--- src/rtl/survivor_mmu.sv ---
`default_nettype none
// ============================================================================
// Module   : survivor_mmu
// Purpose  : Paged survivor-memory manager for a Viterbi decoder. The ACS
//            array writes one survivor word per cycle into a page/segment
//            ring. Traceback reads words back with one cycle of latency and
//            releases the oldest completed page when it is done with it.
// Ports    : CLOCK, Reset             - clock, synchronous active-high reset
//            Active, Init             - block enable, synchronous restart
//            wr_valid, Survivors      - survivor word offered by ACS
//            wr_ready                 - write accepted this cycle
//            ACSPage, ACSSegment      - address of the next write
//            rd_req, AddressTB        - traceback read request/address
//            rd_ready                 - read accepted this cycle
//            DataTB, rd_valid, rd_err - read response
//            tb_release               - free the oldest filled page
//            fill_count, full, empty  - completed-page occupancy
//            overflow                 - sticky dropped-write flag
// Revision : 1.0 - initial release
// ============================================================================
module survivor_mmu #(
  parameter int N_ACS       = 8,
  parameter int WD_SEG      = 2,
  parameter int WD_PAGE     = 2,
  parameter int SINGLE_PORT = 1,
  localparam int AW         = WD_PAGE + WD_SEG,
  localparam int SEGS       = 2 ** WD_SEG,
  localparam int PAGES      = 2 ** WD_PAGE
) (
  input  logic               CLOCK,
  input  logic               Reset,
  input  logic               Active,
  input  logic               Init,
  input  logic               wr_valid,
  input  logic [N_ACS-1:0]   Survivors,
  output logic               wr_ready,
  output logic [WD_PAGE-1:0] ACSPage,
  output logic [WD_SEG-1:0]  ACSSegment,
  input  logic               rd_req,
  input  logic [AW-1:0]      AddressTB,
  output logic               rd_ready,
  output logic [N_ACS-1:0]   DataTB,
  output logic               rd_valid,
  output logic               rd_err,
  input  logic               tb_release,
  output logic [WD_PAGE:0]   fill_count,
  output logic               full,
  output logic               empty,
  output logic               overflow
);

  // Survivor RAM; contents are deliberately never reset.
  logic [N_ACS-1:0]   mem_q [PAGES*SEGS];

  logic [WD_SEG-1:0]  seg_q,   seg_d;
  logic [WD_PAGE-1:0] page_q,  page_d;
  logic [WD_PAGE-1:0] base_q,  base_d;
  logic [WD_PAGE:0]   fill_q,  fill_d;
  logic               ovf_q,   ovf_d;
  logic               rvld_q,  rvld_d;
  logic               rerr_q,  rerr_d;
  logic [N_ACS-1:0]   data_q;

  logic               w_full;
  logic               w_wr_acc;
  logic               w_rd_acc;
  logic               w_page_done;
  logic               w_release;
  logic [WD_PAGE-1:0] w_rd_dist;
  logic               w_rd_err;
  logic               w_rd_ready;

  // fill_count never exceeds PAGES, so its MSB alone marks the full state.
  assign w_full   = fill_q[WD_PAGE];
  assign wr_ready = Active & ~Init & ~Reset & ~w_full;
  assign w_wr_acc = wr_valid & wr_ready;

  generate
    if (SINGLE_PORT != 0) begin : g_single_port
      // One RAM access per cycle: a write steals the port from a read.
      assign w_rd_ready = Active & ~Init & ~Reset & ~w_wr_acc;
    end else begin : g_dual_port
      assign w_rd_ready = Active & ~Init & ~Reset;
    end
  endgenerate

  assign rd_ready = w_rd_ready;
  assign w_rd_acc = rd_req & w_rd_ready;

  // Distance of the requested page from the oldest filled page, modulo the
  // ring size; anything at or beyond fill_count is not a completed page.
  assign w_rd_dist = AddressTB[AW-1:WD_SEG] - base_q;
  assign w_rd_err  = ({1'b0, w_rd_dist} >= fill_q);

  assign w_page_done = w_wr_acc & (seg_q == {WD_SEG{1'b1}});
  assign w_release   = tb_release & (fill_q != '0);

  always_comb begin
    seg_d  = seg_q;
    page_d = page_q;
    base_d = base_q;
    fill_d = fill_q;
    ovf_d  = ovf_q;
    rvld_d = w_rd_acc;
    rerr_d = w_rd_acc & w_rd_err;

    if (w_wr_acc) begin
      seg_d = seg_q + 1'b1;
      if (w_page_done) begin
        page_d = page_q + 1'b1;
      end
    end

    if (w_release) begin
      base_d = base_q + 1'b1;
    end

    // Completion and release in the same cycle cancel out.
    if (w_page_done && !w_release) begin
      fill_d = fill_q + 1'b1;
    end else if (!w_page_done && w_release) begin
      fill_d = fill_q - 1'b1;
    end

    if (wr_valid && !wr_ready && Active) begin
      ovf_d = 1'b1;
    end

    if (Init) begin
      seg_d  = '0;
      page_d = '0;
      base_d = '0;
      fill_d = '0;
      ovf_d  = 1'b0;
      rvld_d = 1'b0;
      rerr_d = 1'b0;
    end
  end

  always_ff @(posedge CLOCK) begin
    if (Reset) begin
      seg_q  <= '0;
      page_q <= '0;
      base_q <= '0;
      fill_q <= '0;
      ovf_q  <= 1'b0;
      rvld_q <= 1'b0;
      rerr_q <= 1'b0;
    end else begin
      seg_q  <= seg_d;
      page_q <= page_d;
      base_q <= base_d;
      fill_q <= fill_d;
      ovf_q  <= ovf_d;
      rvld_q <= rvld_d;
      rerr_q <= rerr_d;
    end
  end

  // Read register: holds the last word when no read is accepted. A same-cycle
  // read of the address being written sees the old word (dual-port case).
  always_ff @(posedge CLOCK) begin
    if (Reset) begin
      data_q <= '0;
    end else if (w_rd_acc) begin
      data_q <= mem_q[AddressTB];
    end
  end

  always_ff @(posedge CLOCK) begin
    if (w_wr_acc) begin
      mem_q[{page_q, seg_q}] <= Survivors;
    end
  end

  assign ACSPage    = page_q;
  assign ACSSegment = seg_q;
  assign DataTB     = data_q;
  assign rd_valid   = rvld_q;
  assign rd_err     = rerr_q;
  assign fill_count = fill_q;
  assign full       = w_full;
  assign empty      = (fill_q == '0);
  assign overflow   = ovf_q;

endmodule
`default_nettype wire

--- config.mk ---
export PLATFORM = sky130hd
export DESIGN_NAME = survivor_mmu
export DESIGN_NICKNAME = d
export VERILOG_FILES = /design/src/rtl/survivor_mmu.sv
export SDC_FILE = /design/constraint.sdc
export NUM_CORES = 1
export LEC_CHECK = 0
export CAP_MARGIN = 5
export CORE_MARGIN = 8
export CORE_UTILIZATION = 26
export DETAILED_ROUTE_END_ITERATION = 8
export PLACE_DENSITY = 0.47
export REMOVE_ABC_BUFFERS = 1
export SLEW_MARGIN = 5
export SYNTH_ARGS = -nofsm -noshare
export SYNTH_HDL_FRONTEND = slang
export SYNTH_SLANG_ARGS = --single-unit
--- constraint.sdc ---
create_clock -name CLOCK -period 3.6 [get_ports CLOCK]
set_clock_uncertainty 0.05 [all_clocks]
set_input_delay 0.72 -clock CLOCK [delete_from_list [all_inputs] [get_ports CLOCK]]
set_output_delay 0.72 -clock CLOCK [all_outputs]
set_load 0.1 [all_outputs]
==> results.toml <==
[global_routing]
grt_max_degree = 25
grt_pass1_vias = 3508
grt_first_pass_wirelength_mm = 21.1
grt-ovfl-total = 0
antenna_found_initial = 0
grt.total_usage = 0.101

[die]
initial_core_util = 0.263
core_um2 = 23300
num_rows = 56
die_area_um2 = 28800
die_y_um = 170
die-width_um = 170
num_io_pins = 41

[setup_path]
r2r_slack_ns = 0.83
reg2reg_depth = 10
critPathArrivalTime_ns = 2.24
cp.required_ns = 2.83
cp-end-kind = "output port"
startpoint = "Init"
rr_endpoint = "fill_count[2]"
worstSetupStartpointType = "primary input"
worst-setup-path-type = "in -> out"
r2r-start = "ACSSegment[0]"
cp_max_fo = 20

[detailed_routing]
drt-vias-per-instance = 4.33
first_pass_iters = 4
wl_per_cell_um = 18.4
wl_mm = 13.8
vias = 3236
drcViolationCount = 0
drt_iter0_markers = 188
detail-route-antenna-nets = 0

[synthesis]
synth_area_leader_cell = "edfxtp_1"
synth_xor_area_frac = 0.0114
synth_edf_count = 128
synth_top_family_by_area = "multiplexers"
ys_ff_latch = 148
syn_avg_cell_area_um2 = 16.8
muxShareOfSynthArea = 0.116
synth_seq_area_share = 0.691
synthAdderAreaFrac = 0.0277
yosys.cell_types.count = 39
synth-compound-area-share = 0.0497
netlist_top_cells_count = "edfxtp_1, mux2i_1, dfxtp_1"
yosys_warnings = 0
synth_most_common_cell = "edfxtp_1"
netlist.area_leader.share = 0.626
async_flop_share = 0
syn_inst = 366
syn-cell-area_um2 = 6140
synthTopCellsByArea = "edfxtp_1, dfxtp_1, mux4_2"
synth-simple-area-share = 0.0723
ys.flop_type = "edfxtp_1"

[power_and_ir_drop]
pwr-share-comb = 0.059
power.share.clock = 0.433
powerDensity_nw_per_um2 = 496
internal_power_mw = 2.91
cellLeakagePower_nw = 2.55
p_sw_uw = 766
finalPower_mw = 3.68
swShare = 0.208
ir_drop_mv = 0.304
pwr-share-seq = 0.508

[finish]
area_delta_synth_final_pct = 20.8
final_layout_size_suffix_gt1_frac = 0.194
fin_nets = 447
multi_input_comb_area_um2 = 1710
ff_latch_area_um2 = 4240
fin_cells = 747
diodes = 0
fill_cells = 2274
fin_area_um2 = 7420

[place]
gp_congestion = 0.741
dp.cells = 715
post_dp_cell_area_um2 = 6880
place_hpwl_mm = 9.21
numPortBuffers = 40
place_ws_ns = 0.310

[timing]
period_share = 0.837
rsz0062_at_grt = "no"
slew_headroom = 0.338
min_period_ns = 3.01
timing.hold.ws_ns = 0.430
setup_viol = 0
final-max-slew-violation-count = 0
worstMarginPinSlew_ns = 0.989
report.final.hold_viol_count = 0
fin_ws_ns = 0.587
max_freq_mhz = 332

[clocking]
cts_max_path_buffers = 2
htreeDepth = 4
cts_tree = "built"
cts_setup_buffers = 0
ctsRootBufferMaster = "clkbuf_16"
numClockSinks = 148
clkSlewWorstSetupHoldPaths_ns = 0.05
cts_hold_buffers = 0
cts_inserted_buffers = 17
clock_latency_ns = 0.42
cts_resized = 0

[worst_hold_path]
min_from = "DataTB[6]"
min_delay_worst_endpoint = "DataTB[6]"
hold_class = "reg -> reg"
min_path_cells = 2

[flow_run]
cap_violations = 0

[run_status]
status = "finished clean"
==> flip-flops by register name, summed over array words and instances (netlist names), 2 cells and up <==
name        cells
fill_count      3
base_q          2
ACSSegment      2
DataTB          8
ACSPage         2
mem_q         128
==> worst max-delay path, cell delays in order <==
cell and delay [ns]:
clkdlybuf4s50_1 0.42, or2_1 0.25, buf_4 0.18, nor3_2 0.15
buf_4 0.24, nor2_1 0.11, buf_12 0.17
==> cell families (layout without fill, tap and decap cells) <==
family | after synthesis | count (layout)
muxes | 51 | 51
xor gates and xnor gates | 8 | 8
buffers and inverters | 34 | 96
AOI/OAI and AO/OA | 30 | 30
DFF | 148 | 148
adders and majority gates | 13 | 13
and+or+nand+nor | 82 | 82
==> worst max path at each step <==
| stage | to |
|---|---|
| 2_1_floorplan | fill_count[2] |
| 3_3_place_gp | fill_count[2] |
| 3_5_place_dp | fill_count[2] |
| 4_1_cts | rd_ready |
| 5_1_grt | rd_ready |
| 6_report | rd_ready |
==> power groups by stage <==
stage          Clock, mW  Combinational [mW]  Sequential (mW)
2_1_floorplan          0              0.0763             1.93
3_3_place_gp           0               0.218             1.91
3_5_place_dp           0               0.221             1.91
4_1_cts             1.63               0.221             1.87
5_1_grt             1.70               0.232             1.87
6_report            1.59               0.216             1.87
==> layer usage <==
metal	track usage	up-vias	share of wire	wire length (µm)
li1	-	1525	-	-
met1	0.125	1634	0.47	6400
met2	0.163	62	0.48	6620
met3	0.0347	15	0.044	600
met4	0.0289	0	0.010	138
met5	0	-	0	0
==> through the flow <==
step / TNS, ns / utilization
6_report: 0 / 0.318
2_1_floorplan: -6.14 / -
5_1_grt: 0 / 0.318
3_5_place_dp: 0 / 0.295
3_3_place_gp: 0 / 0.295
4_1_cts: 0 / 0.318
==> cell type report <==
type | instances | share of cell area
Clock buffer | 26 | 0.0686
Inverter | 11 | 0.00556
Multi-Input combinational cell | 184 | 0.230
Timing Repair Buffer | 53 | 0.0661
Tap cell | 319 | 0.0538
Sequential cell | 148 | 0.572
Clock inverter | 6 | 0.00405
==> cells in the final DEF (no fill, tap or decap), types with 2 or more instances in the layout <==
master,count
clkdlybuf4s50_1,28
nor2_1,19
clkinv_2,6
buf_4,22
nand3_1,8
ha_1,12
nor2b_1,2
mux4_2,16
dfxtp_1,20
xor2_1,4
mux2i_1,35
nor4_1,7
a2bb2oi_1,7
nand2b_1,9
xnor2_1,4
clkbuf_1,4
nand3b_1,2
edfxtp_1,128
inv_1,11
clkbuf_16,17
a21oi_1,3
clkbuf_8,5
a221oi_2,9
a221oi_1,5
nand2_1,11
and3_1,16
buf_12,2
No activity file was read; power rests on OpenSTA's default activity.
